$ cat src/rtl/pop_sequencer.sv
// pop_sequencer: multi-channel pulse sequencer driven by a free-running
// period counter. Each channel emits a pulse over [start, stop) of the
// period, for a programmed number of periods or continuously.
// Optional build macro: POP_SHADOW_EN -- config writes go to a shadow set
// that is copied to the active set at each period wrap and while idle/done.
module pop_sequencer #(
  parameter int unsigned WIDTH    = 16,
  parameter int unsigned CHANNELS = 4,
  parameter int unsigned ADDR_W   = 4
) (
  input  logic                clock_2_5M,
  input  logic                reset_n,
  input  logic                enable,
  input  logic [WIDTH-1:0]    cycles,
  input  logic                wr_en,
  input  logic [ADDR_W-1:0]   wr_addr,
  input  logic [WIDTH-1:0]    wr_data,
  output logic [CHANNELS-1:0] pulse,
  output logic                period_strobe,
  output logic                busy,
  output logic                done
);

  // 10 ms at 2.5 MHz
  localparam logic [WIDTH-1:0] RST_PERIOD = WIDTH'(25000);

  typedef enum logic [1:0] {
    S_IDLE = 2'd0,
    S_RUN  = 2'd1,
    S_DONE = 2'd2
  } state_e;

  state_e                         state_q, state_d;
  logic [WIDTH-1:0]               count_q, count_d;
  logic [WIDTH-1:0]               ncyc_q, ncyc_d;
  logic [WIDTH-1:0]               cycles_q, cycles_d;
  logic [CHANNELS-1:0]            pulse_q, pulse_d;
  logic                           strobe_q, strobe_d;
  logic                           busy_q, done_q;

  // Active configuration (drives the compares)
  logic [WIDTH-1:0]               period_q, period_d;
  logic [CHANNELS-1:0][WIDTH-1:0] start_q, start_d;
  logic [CHANNELS-1:0][WIDTH-1:0] stop_q, stop_d;

`ifdef POP_SHADOW_EN
  // Host-visible staging copy of the configuration
  logic [WIDTH-1:0]               sh_period_q, sh_period_d;
  logic [CHANNELS-1:0][WIDTH-1:0] sh_start_q, sh_start_d;
  logic [CHANNELS-1:0][WIDTH-1:0] sh_stop_q, sh_stop_d;
`endif

  // Register set after applying this cycle's host write
  logic [WIDTH-1:0]               wr_period;
  logic [CHANNELS-1:0][WIDTH-1:0] wr_start;
  logic [CHANNELS-1:0][WIDTH-1:0] wr_stop;

  logic [WIDTH-1:0]               eff_period;
  logic                           wrap;
  logic                           last_period;
  logic [CHANNELS-1:0]            window;

  // Periods of 0 or 1 cannot wrap sensibly; run them as 2
  assign eff_period = (period_q < WIDTH'(2)) ? WIDTH'(2) : period_q;

  // >= so a period shrunk below the current count still wraps at once
  assign wrap = (state_q == S_RUN) && (count_q >= (eff_period - WIDTH'(1)));

  assign last_period = (cycles_q != '0) && (ncyc_q == (cycles_q - WIDTH'(1)));

  // Per-channel window test on the current count
  always_comb begin
    window = '0;
    for (int i = 0; i < CHANNELS; i++) begin
      window[i] = (start_q[i] <= count_q) && (count_q < stop_q[i]);
    end
  end

  // Host write decode; addresses beyond the last stop register match nothing
  always_comb begin
`ifdef POP_SHADOW_EN
    wr_period = sh_period_q;
    wr_start  = sh_start_q;
    wr_stop   = sh_stop_q;
`else
    wr_period = period_q;
    wr_start  = start_q;
    wr_stop   = stop_q;
`endif
    if (wr_en) begin
      if (wr_addr == '0) begin
        wr_period = wr_data;
      end
      for (int i = 0; i < CHANNELS; i++) begin
        if (wr_addr == ADDR_W'(2 * i + 1)) begin
          wr_start[i] = wr_data;
        end
        if (wr_addr == ADDR_W'(2 * i + 2)) begin
          wr_stop[i] = wr_data;
        end
      end
    end
  end

  // Next value of the active (and shadow) configuration
  always_comb begin
`ifdef POP_SHADOW_EN
    sh_period_d = wr_period;
    sh_start_d  = wr_start;
    sh_stop_d   = wr_stop;
    period_d    = period_q;
    start_d     = start_q;
    stop_d      = stop_q;
    // Old shadow contents move over; a write on this same edge waits a period
    if (wrap || (state_q != S_RUN)) begin
      period_d = sh_period_q;
      start_d  = sh_start_q;
      stop_d   = sh_stop_q;
    end
`else
    period_d = wr_period;
    start_d  = wr_start;
    stop_d   = wr_stop;
`endif
  end

  // Configuration registers
  always_ff @(posedge clock_2_5M or negedge reset_n) begin
    if (!reset_n) begin
      period_q <= RST_PERIOD;
      start_q  <= '0;
      stop_q   <= '0;
`ifdef POP_SHADOW_EN
      sh_period_q <= RST_PERIOD;
      sh_start_q  <= '0;
      sh_stop_q   <= '0;
`endif
    end else begin
      period_q <= period_d;
      start_q  <= start_d;
      stop_q   <= stop_d;
`ifdef POP_SHADOW_EN
      sh_period_q <= sh_period_d;
      sh_start_q  <= sh_start_d;
      sh_stop_q   <= sh_stop_d;
`endif
    end
  end

  // Sequencer next-state, counters and output decode
  always_comb begin
    state_d  = state_q;
    count_d  = count_q;
    ncyc_d   = ncyc_q;
    cycles_d = cycles_q;
    pulse_d  = '0;
    strobe_d = 1'b0;
    case (state_q)
      S_IDLE: begin
        count_d = '0;
        ncyc_d  = '0;
        if (enable) begin
          state_d  = S_RUN;
          cycles_d = cycles;
        end
      end
      S_RUN: begin
        if (!enable) begin
          // Abort: no partial-period completion
          state_d = S_IDLE;
          count_d = '0;
          ncyc_d  = '0;
        end else begin
          strobe_d = (count_q == '0);
          pulse_d  = window;
          if (wrap) begin
            count_d = '0;
            ncyc_d  = ncyc_q + WIDTH'(1);
            if (last_period) begin
              // Outputs are quiet for the whole of DONE
              state_d = S_DONE;
              ncyc_d  = '0;
              pulse_d = '0;
            end
          end else begin
            count_d = count_q + WIDTH'(1);
          end
        end
      end
      S_DONE: begin
        count_d = '0;
        ncyc_d  = '0;
        if (!enable) begin
          state_d = S_IDLE;
        end
      end
      default: begin
        state_d = S_IDLE;
        count_d = '0;
        ncyc_d  = '0;
      end
    endcase
  end

  // Sequencer state and registered outputs
  always_ff @(posedge clock_2_5M or negedge reset_n) begin
    if (!reset_n) begin
      state_q  <= S_IDLE;
      count_q  <= '0;
      ncyc_q   <= '0;
      cycles_q <= '0;
      pulse_q  <= '0;
      strobe_q <= 1'b0;
      busy_q   <= 1'b0;
      done_q   <= 1'b0;
    end else begin
      state_q  <= state_d;
      count_q  <= count_d;
      ncyc_q   <= ncyc_d;
      cycles_q <= cycles_d;
      pulse_q  <= pulse_d;
      strobe_q <= strobe_d;
      busy_q   <= (state_d == S_RUN);
      done_q   <= (state_d == S_DONE);
    end
  end

  assign pulse         = pulse_q;
  assign period_strobe = strobe_q;
  assign busy          = busy_q;
  assign done          = done_q;

endmodule

$ cat config.mk
export PLATFORM = sky130hd
export DESIGN_NAME = pop_sequencer
export DESIGN_NICKNAME = d
export VERILOG_FILES = /design/src/rtl/pop_sequencer.sv
export SDC_FILE = /design/constraint.sdc
export NUM_CORES = 1
export LEC_CHECK = 0
export ABC_AREA = 1
export BUFFER_PORTS_ARGS = -buffer_cell sky130_fd_sc_hd__buf_4
export CORE_MARGIN = 2
export CORE_UTILIZATION = 55
export CTS_BUF_LIST = sky130_fd_sc_hd__clkbuf_4 sky130_fd_sc_hd__clkbuf_8 sky130_fd_sc_hd__clkbuf_16
export DETAILED_ROUTE_END_ITERATION = 16
export PLACE_DENSITY = 0.82
export SYNTH_ARGS = -nofsm -noshare
export SYNTH_HDL_FRONTEND = slang
export SYNTH_SLANG_ARGS = --single-unit
$ cat constraint.sdc
create_clock -name clock_2_5M -period 9.05 [get_ports clock_2_5M]
set_input_delay 1.81 -clock clock_2_5M [delete_from_list [all_inputs] [get_ports clock_2_5M]]
set_output_delay 1.81 -clock clock_2_5M [all_outputs]
set_load 0.02 [all_outputs]
# After elaboration in Yosys (flattened, before gate mapping)
# Index checks and enable logic that the tools add are counted.
# word_totals
input_bits	40
elab_cells	85
reg_bits	201
output_inout_bits	7
# classes
magnitude_cmp	10
reduce_logical	20
n_eq_ne	14
n_mux	20
n_addsub	4
# op_table
operator	count
$mux 16	8
$le 16x16->1	4
$lt 16x16->1	4
$add 16x1->16 const B	2
$sub 16x1->16 const B	2
$reduce_and 2->1	10
$eq 16x16->1	1
$eq 4x3->1 const B	4
$ge 16x16->1	1
$logic_not 16->1	1
$lt 16x2->1 const B	1
$mux 4	4
$reduce_bool 16->1	1
$mux 2	5
$eq 4x2->1 const B	2
$logic_and 1x1->1	6
$pmux 2 s3	1
$eq 2x1->1 const B	2
$eq 2x2->1 const B	2
$eq 4x1->1 const B	1
$eq 4x4->1 const B	1
$logic_not 4->1	1
$ne 3x3->1 const B	1
$logic_not 2->1	1
$mux 1	2

# Depth between registers and ports, before layout
# depth
depth_word	9
ltp_mapped	25
ltp_nobuf	25

# Worst setup path before layout
# No wires, ideal clock.
# synth_timing
kind	register to register
from	reg period_q[5]
to	reg ncyc_q[11]
setup_time_ns	0.118
path_stages_with_launch	26
arrival_time_ns	3.406
path_buffers	2
setup_slack_ns	5.526
path_cell_list	dfstp_2 inv_1 nand2_1 nor2_1 nand4_1 nand2_1 inv_1 ha_1 nand2_1 nor3_2 nand2_1 nor3_2 nand2_1 nor3_1 xor2_1 inv_1 ha_1 nand2_1 nor4_1 nand2_1 nand4_1 buf_2 inv_1 buf_4 nand2_1 nand2_1
# synth_via
elab_chain_len	6
# synth_rtl
element	line_no	source
start: declaration	42	logic [WIDTH-1:0] period_q, period_d;
start signal: assignment	139	period_q <= period_d;
$lt 16x2->1	64	assign eff_period = (period_q < WIDTH'(2)) ? WIDTH'(2) : period_q;
$mux 16 *	64	
$sub 16x1->16 *	67	assign wrap = (state_q == S_RUN) && (count_q >= (eff_period - WIDTH'(1)));
$ge 16x16->1 *	67	
$logic_and 1x1->1 *	67	
$ne 3x3->1 (no line) *	n/a	
end signal: assignment	219	ncyc_q <= ncyc_d;
end: declaration	35	logic [WIDTH-1:0] ncyc_q, ncyc_d;
# Mark *: on every way between the ends. The rest lies on a longest branch, timed or not.
# A chain may end at the register's enable or synchronous reset.

# Worst setup path in the final report
# layout_timing
from	reg period_q[11]
to	reg count_q[2]
# layout_via
elab_chain_len	8
# layout_rtl
element	line_no	source
$lt 16x2->1	64	
$mux 16 *	64	
$sub 16x1->16 *	67	
$ge 16x16->1 *	67	
$logic_and 1x1->1 *	67	
$mux 16 *	176	if (wrap) begin
$mux 16 *	168	if (!enable) begin
$mux 16 *	158	case (state_q)
net count_d[2]	34	logic [WIDTH-1:0] count_q, count_d;
end signal: assignment	218	count_q <= count_d;
end: declaration	34	
# Mark *: on every way through the listed nets, which the timed path passes. The rest lies on a longest branch.

==> impl_metrics.csv <==
group,metric,value,unit
global_route,antenna_found_initial,0,
synth,ys_ff_latch,201,
cts,cts_hold_buffers,0,
floorplanning,rows,54,
floorplanning,dieArea,23250,µm²
synth,synth_top_area_frac,0.4025,
synth,ys_warn_count,0,
finish,num_antenna_cells,0,
cts,htree_num_levels,1,
power_and_ir_drop,peakVddDrop,0.0001119,V
cts,cts_setup_buffers,0,
global_route,grt_pass1_wl,50050,µm
finish,multi_input_area,6285,µm²
critical_path,endpoint_kind,"flip-flop",
synth,syn_avg_cell_area,8.158,µm²
synth,seq_area_frac_synth,0.4155,
hold_path,holdPathEnd,"stop_q[23]",
routing,drt_wl_total,30480,µm
sta,setup_viol,0,
synth,yosysMostFrequentCell,"nand2_1",
run_status,status,"finished, final reports clean",
sta,min_period,4.381,ns
hold_path,hp-start,"stop_q[23]",
flow_run,maxCapViolCount,0,
finish,num-fill-cells,1821,
cts,clock_sinks,201,
sta,drv_slew,0,
power_and_ir_drop,p_leak,6.678,nW
cts,cts_buffers,22,
power_and_ir_drop,p_sw,841.6,µW
place,routabilityCongestion,0.9328,
place,io_buffers,46,
finish,drive_gt1_frac,0.08436,
power_and_ir_drop,clock_power_share,0.337,
finish,final_area,13460,µm²
global_route,grt_pass1_vias,10170,
critical_path,ff2ff_path_depth,23,
global_route,grt_max_degree,118,
finish,area_growth_syn_to_layout,11.02,%
cts,clk_latency,0.51,ns
synth,yosys-top-cells-area,"dfrtp_1, ha_1, nand2_1",
cts,clkTransAtPathRegs,0.06,ns
power_and_ir_drop,p_int,1.855,mW
global_route,grt-ovfl-total,0,
floorplanning,core_area,21760,µm²
critical_path,r2r-end,"count_q[2]",
place,dp_slack,4.753,ns
floorplanning,dieWidth,152.5,µm
power_and_ir_drop,netSwitchingFraction,0.3121,
critical_path,rrSetupSlack,4.67,ns
sta,whs,0.4850,ns
synth,yosysTopAreaCell,"dfrtp_1",
sta,fin_ws,4.669,ns
synth,synthCells,1486,
hold_path,whs_path_depth,2,
floorplanning,pin_count,47,
power_and_ir_drop,p_comb_frac,0.235,
critical_path,required,9.41,ns
power_and_ir_drop,powerDensity,200.4,nW/µm²
cts,cts_tree,"built",
sta,tightest_slew,1.176,ns
synth,synth_edf_count,0,
floorplanning,die_h,152.5,µm
routing,vias_per_cell,5.635,
critical_path,worstSetupPathType,"reg2reg",
routing,vias,10260,
synth,synthFlopType,"dfrtp_1",
global_route,grt_usage,0.2646,
critical_path,critPathArrivalTime,4.74,ns
finish,final_nets,1711,
synth,ys_types,38,
sta,slew_headroom,0.2133,
critical_path,crit_fanout,29,
routing,dr.pass1.iters,6,
cts,ctsResizeCount,0,
critical_path,startpoint_type,"flip-flop",
floorplanning,start_util,0.5572,
synth,syn_nets,1671,
power_and_ir_drop,seqPwrFrac,0.428,
synth,netlist_top_cells_count,"nand2_1, dfrtp_1, inv_1",
routing,detail-route-antenna-nets,0,
sta,fin_crit_sh,0.4840,
synth,syn_area,12120,µm²
synth,async_reset_ff_frac,1.000,
place,place_area,12730,µm²
finish,utilization,0.6186,
critical_path,rr_startpoint,"period_q[11]",
place,dp_hpwl,22060,µm
finish,area.sequential,5037,µm²
routing,drc,0,
cts,cts_root_buf,"clkbuf_16",
sta,rsz0062_at_grt,"false",
sta,finClkSkew,0.01401,ns
sta,setup-tns-final,0,ns
hold_path,hold_path.class,"reg2reg",
cts,cts_buffer_depth,3,
routing,routedWlPerCell,16.74,µm
routing,drt-initial-drc-count,840,
sta,hold_viol_final,0,
sta,fmax,228.3,MHz
==> layout by cell type (no fill, tap or decap), types with 5 or more instances in the layout <==
master,netlist,layout
clkbuf_4,0,9
nor3_1,24,22
ha_1,145,145
nor4_1,10,10
nand3_1,49,49
buf_4,1,51
a21oi_1,108,108
dfrtp_1,195,195
dfstp_2,6,6
nor2_2,9,9
nand4_1,22,22
o21a_1,7,7
nor2_1,130,130
nand3_2,6,6
mux2_2,7,7
o21ai_0,158,158
xnor2_1,9,9
nor3_2,3,5
inv_1,176,176
xor2_1,25,25
nand3b_1,8,8
nand2_1,326,326
clkbuf_16,0,23
==> worst max-delay path by stage <==
stage / startpoint / end / slack (ns) / cells after the start
floorplan: period_q[5] / ncyc_q[11] / 5.53 / 25
global placement: period_q[11] / count_q[2] / 4.99 / 23
detailed placement: period_q[11] / count_q[2] / 4.75 / 23
CTS: period_q[11] / count_q[2] / 4.73 / 23
global route: period_q[11] / count_q[2] / 4.33 / 23
finish: period_q[11] / count_q[2] / 4.67 / 23
==> logic make-up (layout without fill, tap and decap cells) <==
logic type | Yosys count | in the layout | synth area share
AOI/OAI and AO/OA | 289 | 289 | 0.1232
buffers and inverters | 212 | 267 | 0.06688
adders and majority gates | 145 | 145 | 0.1497
muxes | 7 | 7 | 0.006503
and+or+nand+nor | 597 | 597 | 0.2118
xor gates and xnor gates | 35 | 35 | 0.02642
DFF | 201 | 201 | 0.4155
==> final cells by class <==
type / count / share of cell area
multi-input combinational: 1073 / 0.4670
clock inverter: 4 / 0.003347
tap: 280 / 0.02603
inverter: 176 / 0.04908
sequential: 201 / 0.3743
timing repair buffer: 52 / 0.02947
clock buffer: 35 / 0.05085
==> sequential cells by signal, indices dropped and copies added, names as in the netlist <==
register and count:
busy 1, count_q 16, cycles_q 16, done 1, ncyc_q 16, period_q 16
period_strobe 1, pulse 4, start_q 64, state_q 2, stop_q 64
==> worst max-delay path, cell delays in order, from the launching register on <==
cell	delay [ns]
dfrtp_1	0.43
nor2_1	0.17
nand2_1	0.07
nor2_1	0.14
nand4_1	0.14
nand2_1	0.17
ha_1	0.21
nand2_1	0.11
nor3_2	0.18
nand2_1	0.13
nor3_2	0.18
nand2_1	0.12
nor3_1	0.20
xor2_1	0.17
inv_1	0.06
ha_1	0.27
nand2_1	0.07
nor4_1	0.37
nand2_1	0.14
nand4_1	0.11
buf_4	0.32
inv_1	0.28
o21ai_0	0.14
a21oi_1	0.06
==> power groups by stage <==
stage | clock network [mW] | logic (mW) | registers, mW
after floorplan | 0 | 0.455 | 1.14
after global placement | 0 | 0.590 | 1.16
after detailed placement | 0 | 0.626 | 1.17
after CTS | 0.916 | 0.633 | 1.15
after global routing | 0.946 | 0.736 | 1.17
final | 0.909 | 0.633 | 1.15
==> metrics by stage <==
| step | cells | total power [mW] |
|---|---|---|
| 2_1_floorplan | 1486 | 1.596 |
| 3_3_place_gp | 1782 | 1.750 |
| 3_5_place_dp | 1782 | 1.791 |
| 4_1_cts | 1821 | 2.701 |
| 5_1_grt | 1821 | 2.853 |
| 6_report | 1821 | 2.697 |
==> routing by layer <==
metal	track usage	vias up	wire length (µm)
met5	0	-	0
met4	0.1235	0	1466
met3	0.03783	103	1840
met2	0.4597	331	14640
met1	0.3272	4852	12520
li1	-	4975	-
Note: power is estimated with default switching activity, not from simulation.
